===== src/rtl/batalha_naval_jogo.sv =====
`default_nettype none
// ============================================================================
// Module   : batalha_naval_jogo
// Brief    : Battleship game controller: fleet placement, alternating shots,
//            registered hit/miss/err pulses and winner. Optional macro
//            BATALHA_TIRO_EXTRA_EN grants an extra shot after a non-final hit.
// Revision : 1.0 - initial release
// ============================================================================
module batalha_naval_jogo #(
    parameter int NUM_SHIPS = 3
) (
    input  logic       clk,
    input  logic       rst,
    input  logic       start,
    input  logic [2:0] pos,
    input  logic       place,
    input  logic       fire,
    output logic       turn_p2,
    output logic       hit,
    output logic       miss,
    output logic       err,
    output logic [3:0] ships_p1,
    output logic [3:0] ships_p2,
    output logic       game_over,
    output logic       winner_p2
);

    typedef enum logic [2:0] {
        S_IDLE      = 3'd0,
        S_PLACE_P1  = 3'd1,
        S_PLACE_P2  = 3'd2,
        S_TURN_P1   = 3'd3,
        S_TURN_P2   = 3'd4,
        S_GAME_OVER = 3'd5
    } state_t;

    localparam logic [3:0] c_num_ships = 4'(NUM_SHIPS);
`ifdef BATALHA_TIRO_EXTRA_EN
    localparam logic c_extra_shot = 1'b1;
`else
    localparam logic c_extra_shot = 1'b0;
`endif

    state_t     r_state;
    logic [7:0] r_grid_p1;
    logic [7:0] r_grid_p2;

    logic       w_cell_p1;
    logic       w_cell_p2;
    logic [3:0] w_inc_p1;
    logic [3:0] w_inc_p2;

    assign w_cell_p1 = r_grid_p1[pos];
    assign w_cell_p2 = r_grid_p2[pos];
    assign w_inc_p1  = ships_p1 + 4'd1;
    assign w_inc_p2  = ships_p2 + 4'd1;

    always_ff @(posedge clk or posedge rst) begin
        if (rst) begin
            r_state   <= S_IDLE;
            r_grid_p1 <= 8'd0;
            r_grid_p2 <= 8'd0;
            turn_p2   <= 1'b0;
            hit       <= 1'b0;
            miss      <= 1'b0;
            err       <= 1'b0;
            ships_p1  <= 4'd0;
            ships_p2  <= 4'd0;
            game_over <= 1'b0;
            winner_p2 <= 1'b0;
        end else begin
            hit  <= 1'b0;
            miss <= 1'b0;
            err  <= 1'b0;
            case (r_state)
                S_IDLE: begin
                    if (start) begin
                        r_state <= S_PLACE_P1;
                        turn_p2 <= 1'b0;
                    end
                end
                S_PLACE_P1: begin
                    if (place) begin
                        if (w_cell_p1) begin
                            err <= 1'b1;
                        end else begin
                            r_grid_p1[pos] <= 1'b1;
                            ships_p1       <= w_inc_p1;
                            if (w_inc_p1 == c_num_ships) begin
                                r_state <= S_PLACE_P2;
                                turn_p2 <= 1'b1;
                            end
                        end
                    end
                end
                S_PLACE_P2: begin
                    if (place) begin
                        if (w_cell_p2) begin
                            err <= 1'b1;
                        end else begin
                            r_grid_p2[pos] <= 1'b1;
                            ships_p2       <= w_inc_p2;
                            if (w_inc_p2 == c_num_ships) begin
                                r_state <= S_TURN_P1;
                                turn_p2 <= 1'b0;
                            end
                        end
                    end
                end
                S_TURN_P1: begin
                    // Player 1 shoots at player 2's fleet.
                    if (fire) begin
                        if (w_cell_p2) begin
                            hit            <= 1'b1;
                            r_grid_p2[pos] <= 1'b0;
                            ships_p2       <= ships_p2 - 4'd1;
                            if (ships_p2 == 4'd1) begin
                                r_state   <= S_GAME_OVER;
                                game_over <= 1'b1;
                                winner_p2 <= 1'b0;
                            end else if (!c_extra_shot) begin
                                r_state <= S_TURN_P2;
                                turn_p2 <= 1'b1;
                            end
                        end else begin
                            miss    <= 1'b1;
                            r_state <= S_TURN_P2;
                            turn_p2 <= 1'b1;
                        end
                    end
                end
                S_TURN_P2: begin
                    if (fire) begin
                        if (w_cell_p1) begin
                            hit            <= 1'b1;
                            r_grid_p1[pos] <= 1'b0;
                            ships_p1       <= ships_p1 - 4'd1;
                            if (ships_p1 == 4'd1) begin
                                r_state   <= S_GAME_OVER;
                                game_over <= 1'b1;
                                winner_p2 <= 1'b1;
                            end else if (!c_extra_shot) begin
                                r_state <= S_TURN_P1;
                                turn_p2 <= 1'b0;
                            end
                        end else begin
                            miss    <= 1'b1;
                            r_state <= S_TURN_P1;
                            turn_p2 <= 1'b0;
                        end
                    end
                end
                S_GAME_OVER: begin
                    // turn_p2 keeps the last shooter until a new game starts.
                    if (start) begin
                        r_state   <= S_PLACE_P1;
                        r_grid_p1 <= 8'd0;
                        r_grid_p2 <= 8'd0;
                        ships_p1  <= 4'd0;
                        ships_p2  <= 4'd0;
                        game_over <= 1'b0;
                        winner_p2 <= 1'b0;
                        turn_p2   <= 1'b0;
                    end
                end
                default: begin
                    r_state <= S_IDLE;
                end
            endcase
        end
    end

endmodule
`default_nettype wire


===== config.mk =====
export PLATFORM = sky130hd
export DESIGN_NAME = batalha_naval_jogo
export DESIGN_NICKNAME = d
export VERILOG_FILES = /design/src/rtl/batalha_naval_jogo.sv
export SDC_FILE = /design/constraint.sdc
export NUM_CORES = 1
export LEC_CHECK = 0
export BUFFER_PORTS_ARGS = -buffer_cell sky130_fd_sc_hd__clkbuf_2
export CAP_MARGIN = 25
export CELL_PAD_IN_SITES_DETAIL_PLACEMENT = 1
export CELL_PAD_IN_SITES_GLOBAL_PLACEMENT = 2
export CORE_UTILIZATION = 30
export DETAILED_ROUTE_END_ITERATION = 6
export HOLD_SLACK_MARGIN = 0.06
export PLACE_DENSITY_LB_ADDON = 0.1
export SYNTH_ARGS = -nofsm -noshare
export SYNTH_HDL_FRONTEND = slang
export SYNTH_SLANG_ARGS = --single-unit
export TNS_END_PERCENT = 1

===== constraint.sdc =====
create_clock -name clk -period 4.15 [get_ports clk]
set_input_delay 0 -clock clk [delete_from_list [all_inputs] [get_ports clk]]
set_output_delay 0 -clock clk [all_outputs]
set_load 0.05 [all_outputs]

==> metrics.cfg, run 1 <==
[global_routing]
grt_max_degree = 34
grt_overflow = 0
grt_usage = 0.189
grt_pass1_wl_mm = 12.1
antenna_found_initial = 0
grt_pass1_vias = 2304

[critical_path]
cp_num_buf_inv = 0
cp_slowest_stage_delay_ns = 0.81
cp_slowest_cell = nor3b_2
cp.required_ns = 4.33
crit_type = register to register
worstSetupEndpointType = register
critPathMaxFanout = 15
cp-start-kind = register
cp.arrival_ns = 3.07
crit_chain = nand2b_1 > o22ai_1 > nor2_1 > nor3b_2 > mux2_2
path_delay_family = simple AND/OR/NAND/NOR gates

[cts]
post_cts_buffers = 0
clk-insertion-delay-late_ns = 0.29
cts_hold_buf = 3
clkTransAtPathRegs_ns = 0.08
cts.sinks = 33
clockRootBuffer = clkbuf_8
cts.path.max_buffers = 2
cts.repair.resized = 0
cts_made_buffers = 5
cts_max_level = 2
tritoncts = done

[sta]
finalCriticalPeriod_ns = 2.89
final-max-slew-violation-count = 0
setup-tns-final_ns = 0
fin_hold_ws_ns = 0.257
finalSetupViolCount = 0
relSlewSlack = 0.317
worst_pin_slew_ns = 1.02
rsz0062_at_grt = no
timing.fmax_ghz = 0.346
finClkSkew_ns = 0.00718
finalHoldViolCount = 0
post-route-period-util = 0.697

[routing]
post_drt_wl_per_cell_um = 17.7
ant_nets = 0
drt-total-wl_mm = 7.11
avgViaCountPerCell = 5.45
remaining_drc_errors = 0
vias = 2191
first_iter_violations = 98
firstDrtPassIters = 4

[cells_and_area]
area_delta_synth_final_pct = 14.3
layout-drive-gt1-share = 0.149
final_nets = 318
antenna_cells = 0
fin_cells = 402
fin_area_um2 = 2660

[placement]
finalWeightedCongestion = 0.792
post-dp-hpwl_mm = 5.14
dp.cells = 391
placed_area_um2 = 2520
io_buffers = 21

[synthesis]
synth_area_per_cell_um2 = 8.20
syn_area_um2 = 2330
ys_warn_count = 0
synth_top_area_frac = 0.355
synth_edf_count = 0
yosysSeqAreaShare = 0.355
syn_nets = 300
ys_seq_elements = 33
synth.distinct_cells = 53
synthFlopType = dfrtp_1
ys_async_sr_fraction = 1.00
ys_top_cells_by_area = dfrtp_1, nor2_1, a21oi_1, nand2_1, a31oi_1
synth_common_cells = dfrtp_1, nor2_1, nand2_1
yosysTopAreaCell = dfrtp_1
syn_inst = 284

[die]
rows = 31
core_um2 = 7370
chipHeight_um = 90.1
initial_core_util = 0.316
die_area_um2 = 8120
die_width_um = 90.1
io-pin-count = 22

[status]
status = completed

[min_path]
hold_class = input port to register

[pwr]
vdd_ir_drop_max_v = 0.000186
leakage_nw = 1.10
p_per_area_nw_per_um2 = 779

[job]
maxCapViolCount = 0

==> power by group <==
group,switching [mW],leakage (nW),internal (mW)
clock,0.130,0.0585,0.196
combinational,0.718,0.640,0.385
sequential,0.183,0.406,0.460
==> cell families after synthesis <==
kind of cell | share of synthesized area
flip-flops | 0.355
buffers and inverters | 0.0580
multiplexers | 0.0457
AND/OR/NAND/NOR | 0.221
AO/OA/AOI/OAI | 0.277
adder cells (fa/ha/maj) | 0.0430
==> per-stage QoR <==
step / worst slack (ns) / total power [mW] / utilization
2_1_floorplan: 1.92 / 1.46 / -
3_3_place_gp: 1.35 / 1.75 / 0.341
3_5_place_dp: 1.26 / 1.76 / 0.341
4_1_cts: 1.26 / 2.10 / 0.361
5_1_grt: 0.938 / 2.26 / 0.361
6_report: 1.26 / 2.07 / 0.361
==> worst register-to-register path, cell delays in order, from the launching register on <==
cell and delay (ns):
dfrtp_1 0.63, nand2b_1 0.44, o22ai_1 0.35, nor2_1 0.12
nor3b_2 0.81, mux2_2 0.42
==> area by class of cell <==
class                      count  area (um^2)
sequential                    33          826
clock buffer                   7         86.3
tap                           99          124
timing repair buffer          31          188
inverter                      11         41.3
multi-input combinational    220         1370
fill                         893         4710
clock inverter                 1         30.0
==> cells in the final DEF, fill, tap and decap left out, types with 7 or more instances in the layout <==
cell type  Yosys  routed
nor2_1        33      33
dfrtp_1       33      33
nand2_1       28      28
a21oi_1       24      24
clkbuf_2       0      21
a31oi_1       16      16
o21ai_0       15      15
inv_1         11      11
nand3_1        8       8
ha_1           8       8
nor2b_1        7       7
o22a_1         7       7
buf_4          1       7
==> path summary, 6_finish.rpt <==
path | slack (ns) | to | start | cells after the start
setup / recovery | 1.26 | ships_p2[0] | r_state[2] | 5
hold / removal | 0.26 | r_grid_p2[2] | pos[1] | 3
setup reg to reg | 1.26 | ships_p2[0] | r_state[2] | 5
hold reg to reg | 0.49 | r_grid_p2[3] | r_grid_p2[3] | 1
max in group asynchronous | 3.50 | ships_p1[3] | rst | 4
min in group asynchronous | 0.34 | ships_p2[0] | rst | 4
==> sequential cells by signal (all words and copies together), names as in the netlist <==
signal / flops
winner_p2: 1
turn_p2: 1
err: 1
r_state: 3
r_grid_p2: 8
ships_p1: 4
r_grid_p1: 8
hit: 1
game_over: 1
miss: 1
ships_p2: 4
==> routing by layer <==
| layer | vias to the layer above | track usage | share of wire |
|---|---|---|---|
| li1 | 1074 | - | - |
| met1 | 1084 | 0.247 | 0.49 |
| met2 | 25 | 0.313 | 0.47 |
| met3 | 8 | 0.0313 | 0.018 |
| met4 | 0 | 0.0659 | 0.018 |
| met5 | - | 0 | 0 |
Power figures use the tool's default switching activity.
==> run 2: changes to the inputs <==
Settings changed: ABC_AREA set to 1.
Clock period 4.15 ns to 2.5 ns, I/O delays scaled along.
==> run 2 against run 1 <==
Against the previous run: sequential power grew 53%; synthesized cell count grew 24%; final cell count grew 19%; worst hold slack gained 0.089 ns; count of clock-buffer cells in the layout is the same; critical endpoint is now r_grid_p2[5]; first-iteration DRC count shrank 46%; clock skew grew 0.0019 ns; largest power group unchanged; power grew 83%; via count grew 7.0%; maximum frequency grew 56%; utilization shrank 0.55 points.
==> metrics.cfg, run 2 <==
[status]
status = completed

[routing]
avgViaCountPerCell = 4.89
remaining_drc_errors = 0
drt-total-wl_mm = 7.01
post_drt_wl_per_cell_um = 14.6
firstDrtPassIters = 4
first_iter_violations = 53
ant_nets = 0
vias = 2345

[synthesis]
synth_top_family_by_area = simple AND/OR/NAND/NOR gates
ys_async_sr_fraction = 1.00
syn_inst = 353
ys_warn_count = 0
yosysTopAreaCell = dfrtp_1
syn_area_um2 = 2510
ys_seq_elements = 33
synthXorXnorAreaFrac = 0.00698
synthFlopType = dfrtp_1
yosysSeqAreaShare = 0.329
synthAdderAreaFrac = 0.0399
ys_top_cells_by_area = dfrtp_1, nand2_1, o21ai_0, inv_1, nand2_2
synth_top_area_frac = 0.329
synth_simple_gate_area_share = 0.323
synth.area.mux_share = 0
synth_compound_area_frac = 0.192
synth_common_cells = nand2_1, o21ai_0, inv_1
synth_edf_count = 0
yosysMostFrequentCell = nand2_1
synth_area_per_cell_um2 = 7.11
synth.distinct_cells = 29
syn_nets = 369

[sta]
final-max-slew-violation-count = 0
rsz0062_at_grt = no
worst_pin_slew_ns = 0.469
timing.fmax_ghz = 0.538
finClkSkew_ns = 0.00906
setup-tns-final_ns = 0
finalCriticalPeriod_ns = 1.86
finalHoldViolCount = 0
fin_ws_ns = 0.641
post-route-period-util = 0.744
relSlewSlack = 0.688
finalSetupViolCount = 0

[cells_and_area]
mostFrequentLayoutCell = nand2_1
mostFrequentLayoutCells = nand2_1, o21ai_0, inv_1
area_delta_synth_final_pct = 11.9
largestRegisters = r_grid_p1: 8 flops, r_grid_p2: 8 flops
fin_area_um2 = 2810
final_util = 0.356
fillers = 1001
final_nets = 393
layout-drive-gt1-share = 0.225
antenna_cells = 0

[die]
chipHeight_um = 93.4
core_um2 = 7890
die_area_um2 = 8730
die_width_um = 93.4
io-pin-count = 22
initial_core_util = 0.318
rows = 32

[global_routing]
grt_use_met3 = 0.0228
grt_max_degree = 34
grt_pass1_vias = 2417
use_met2 = 0.324
grt_overflow = 0
antenna_found_initial = 0
grt_usage = 0.178
gr-usage-met1 = 0.224
grt.busiest_layer = met2
grt_pass1_wl_mm = 12.1

[pwr]
power_mw = 3.80
p_per_area_nw_per_um2 = 1350
vdd_ir_drop_max_v = 0.000378
leakage_nw = 1.38

[cts]
clkTransAtPathRegs_ns = 0.08
clk-insertion-delay-late_ns = 0.29
cts_made_buffers = 5
tritoncts = done
cts.path.max_buffers = 2
post_cts_buffers = 0
clockRootBuffer = clkbuf_8
cts.sinks = 33
cts_max_level = 2

[critical_path]
worstSetupEndpointType = register
crit_type = register to register
cp-start-kind = register
critPathMaxFanout = 24
cp.required_ns = 2.72
cp.arrival_ns = 2.08

[job]
maxCapViolCount = 0

[placement]
io_buffers = 21
finalWeightedCongestion = 0.799
placed_area_um2 = 2680
place_ws_ns = 0.635
post-dp-hpwl_mm = 5.29

[min_path]
hold_class = input port to asynchronous set/reset pin

[run 2: per-stage QoR]
stage | hold WS, ns | instances
after global placement | 0.126 | 469
after global routing | 0.416 | 480
after floorplan | 0.129 | 353
after detailed placement | 0.125 | 469
final | 0.346 | 480
after CTS | 0.365 | 480
[run 2: final cells by class]
cell class                 count  area [um^2]  share of cell area
multi-input combinational    263         1410               0.502
sequential                    33          826               0.294
inverter                      46          178              0.0633
timing repair buffer          28          165              0.0588
tap                          102          128              0.0455
clock buffer                   7         96.3              0.0343
clock inverter                 1         5.00             0.00178
[run 2: worst max-delay path, cell delays in order, from the launching register on]
cell and delay [ns]:
dfrtp_1 0.44, inv_2 0.12, nand2_1 0.09, nor2_2 0.24, nor2_1 0.11, nand2_1 0.07
nand3_1 0.08, nor2_2 0.12, nand2_2 0.07, inv_4 0.27, nand2_1 0.12, o21ai_2 0.07
[run 2: path summary, 6_finish.rpt]
check / slack, ns / cells after the start / end / start
worst max-delay path: 0.64 / 11 / r_grid_p2[5] / r_state[1]
worst min-delay path: 0.35 / 4 / ships_p2[2] / rst
worst max register to register: 0.64 / 11 / r_grid_p2[5] / r_state[1]
worst min register to register: 0.48 / 2 / turn_p2 / turn_p2
max in group asynchronous: 1.82 / 4 / r_grid_p1[2] / rst
min in group clk: 0.37 / 8 / r_state[0] / start
[run 2: cell families (layout without fill, tap and decap cells)]
family                   Yosys count  after routing
AND/OR/NAND/NOR                  170            170
buffers and inverters             57             82
adder cells (fa/ha/maj)            8              8
XOR/XNOR                           2              2
AO/OA/AOI/OAI                     83             83
flip-flops                        33             33
[run 2: repair_timing]
action                                 CTS  global route
hold buffers                             3             0
endpoints found under the hold margin   36             0
gates resized for setup                  0             0
[run 2: metal layers]
metal,wire (um),up-vias
li1,-,1195
met1,3270,1127
met2,3540,18
met3,126,5
met4,68,0
met5,0,-
[run 2: report_power, final]
| part | leakage (nW) | internal, mW | switching (mW) | total (mW) |
|---|---|---|---|---|
| Combinational | 0.901 | 0.713 | 1.64 | 2.36 |
| Sequential | 0.424 | 0.768 | 0.216 | 0.984 |
| Clock | 0.0542 | 0.249 | 0.210 | 0.459 |
==> run 3: changes to the inputs <==
Clock period 2.5 ns to 1.7 ns, I/O delays scaled along.
==> run 3 against run 2 <==
Against the previous run: first-iteration DRC count fell by 17%; global-route usage grew 0.92 points; non-clock buffer count rose by 37; via count grew 6.2%; largest cell class unchanged; routed wire length up 7.9%; sequential cell count stayed put; critical endpoint is now ships_p2[0]; largest power group unchanged; power up 72%; utilization is 5.0 points higher; clock power up 32%; count of clock-buffer cells in the layout is 2 lower.
==> metrics.cfg, run 3 (synthesis gave the netlist of run 2 again) <==
[job]
maxCapViolCount = 0

[global_routing]
grt_pass1_vias = 2667
grt_overflow = 0
grt_max_degree = 34
antenna_found_initial = 0
grt_usage = 0.188
grt_pass1_wl_mm = 12.9

[sta]
post-route-period-util = 0.988
setup-tns-final_ns = 0
fin_ws_ns = 0.0206
worst_pin_slew_ns = 0.473
timing.fmax_ghz = 0.595
finClkSkew_ns = 0.00627
finalSetupViolCount = 0
final-max-slew-violation-count = 0
relSlewSlack = 0.684
finalCriticalPeriod_ns = 1.68
finalHoldViolCount = 0
rsz0062_at_grt = yes

[routing]
avgViaCountPerCell = 4.82
post_drt_wl_per_cell_um = 14.6
vias = 2490
drt-total-wl_mm = 7.56
top_layer = met4
met2RoutedLength_mm = 3.94
first_iter_violations = 44
remaining_drc_errors = 0
wl_met1_mm = 3.44
firstDrtPassIters = 4
ant_nets = 0
dr_wl_met3_um = 115

[critical_path]
cp.arrival_ns = 1.85
cp-start-kind = register
crit_type = register to register
cp.required_ns = 1.87
critPathMaxFanout = 8
worstSetupEndpointType = register

[cells_and_area]
mostFrequentLayoutCell = nand2_1
antenna_cells = 0
mostFrequentLayoutCells = nand2_1, o21ai_0, buf_4
final_nets = 430
area_delta_synth_final_pct = 27.7
layout-drive-gt1-share = 0.349
largestRegisters = r_grid_p1: 8 flops, r_grid_p2: 8 flops
fin_cells = 517

[placement]
finalWeightedCongestion = 0.799
place_ws_ns = -0.133
dp.cells = 498
io_buffers = 21
post-dp-hpwl_mm = 5.70

[die]
chipHeight_um = 93.4
initial_core_util = 0.318
die_area_um2 = 8730
io-pin-count = 22
rows = 32
core_um2 = 7890
die_width_um = 93.4

[pwr]
p_per_area_nw_per_um2 = 2040
power_mw = 6.52
leakage_nw = 1.57
vdd_ir_drop_max_v = 0.000543

[cts]
clockRootBuffer = clkbuf_8
tritoncts = done
cts_max_level = 2
cts_made_buffers = 5
clk-insertion-delay-late_ns = 0.29
cts.sinks = 33
cts.path.max_buffers = 2
clkTransAtPathRegs_ns = 0.08

[status]
status = completed

[min_path]
hold_class = input port to asynchronous set/reset pin

==> run 3: cell count changes in the layout (fill, tap and decap cells not counted), sizes merged <==
cell	previous run	this run
clkinv	2	3
buf	4	41
clkbuf	28	26
clkinvlp	0	1
==> run 3: final timing paths <==
check | slack [ns] | endpoint | from | cells after the start
min in group clk | 0.41 | r_grid_p1[6] | pos[0] | 5
max in group asynchronous | 0.99 | r_state[0] | rst | 4
hold reg to reg | 0.48 | turn_p2 | turn_p2 | 2
setup reg to reg | 0.02 | ships_p2[0] | r_state[2] | 11
setup / recovery | 0.02 | ships_p2[0] | r_state[2] | 11
hold / removal | 0.34 | ships_p1[0] | rst | 4
==> run 3: per-layer routing <==
layer,up-vias,GRT usage
met5,-,0
met4,0,0.0385
met3,5,0.0244
met2,19,0.344
met1,1200,0.233
li1,1266,-
==> run 3: critical path: stages, from the launching register on <==
cell	delay, ns
dfrtp_1	0.43
inv_2	0.14
nand2_1	0.10
nor2_4	0.17
nand2_1	0.12
nand3_1	0.12
nor2_2	0.05
nand2_2	0.07
clkinv_4	0.10
buf_12	0.15
nand2_1	0.05
o21ai_1	0.06
==> run 3: final cells by class <==
type                       instances  area (um^2)
multi-input combinational        263         1490
timing repair buffer              65          484
fill                            1006         4680
inverter                          46          183
sequential                        33          835
clock buffer                       5         68.8
tap                              102          128
clock inverter                     3         17.5
==> run 3: stage by stage <==
stage | instance area [um^2] | hold WS, ns | util
floorplan | 2510 | 0.129 | -
CTS | 3070 | 0.363 | 0.389
detailed placement | 2940 | 0.124 | 0.372
global route | 3200 | 0.403 | 0.406
global placement | 2940 | 0.124 | 0.372
finish | 3200 | 0.339 | 0.406
==> run 3: where the power goes <==
part / total, mW / switching (mW) / internal, mW / leakage (nW)
logic: 4.45 / 2.73 / 1.72 / 1.11
clock network: 0.604 / 0.321 / 0.283 / 0.0439
registers: 1.47 / 0.323 / 1.15 / 0.416
total: 6.52 / 3.38 / 3.14 / 1.57
==> run 3: what timing repair did <==
item,4_1_cts,5_1_grt
pin swaps,0,8
setup endpoints to repair,16,28
gates resized for setup,6,29
gates cloned,0,0
hold buffers,3,0
endpoints found under the hold margin,36,0
buffers inserted,0,8
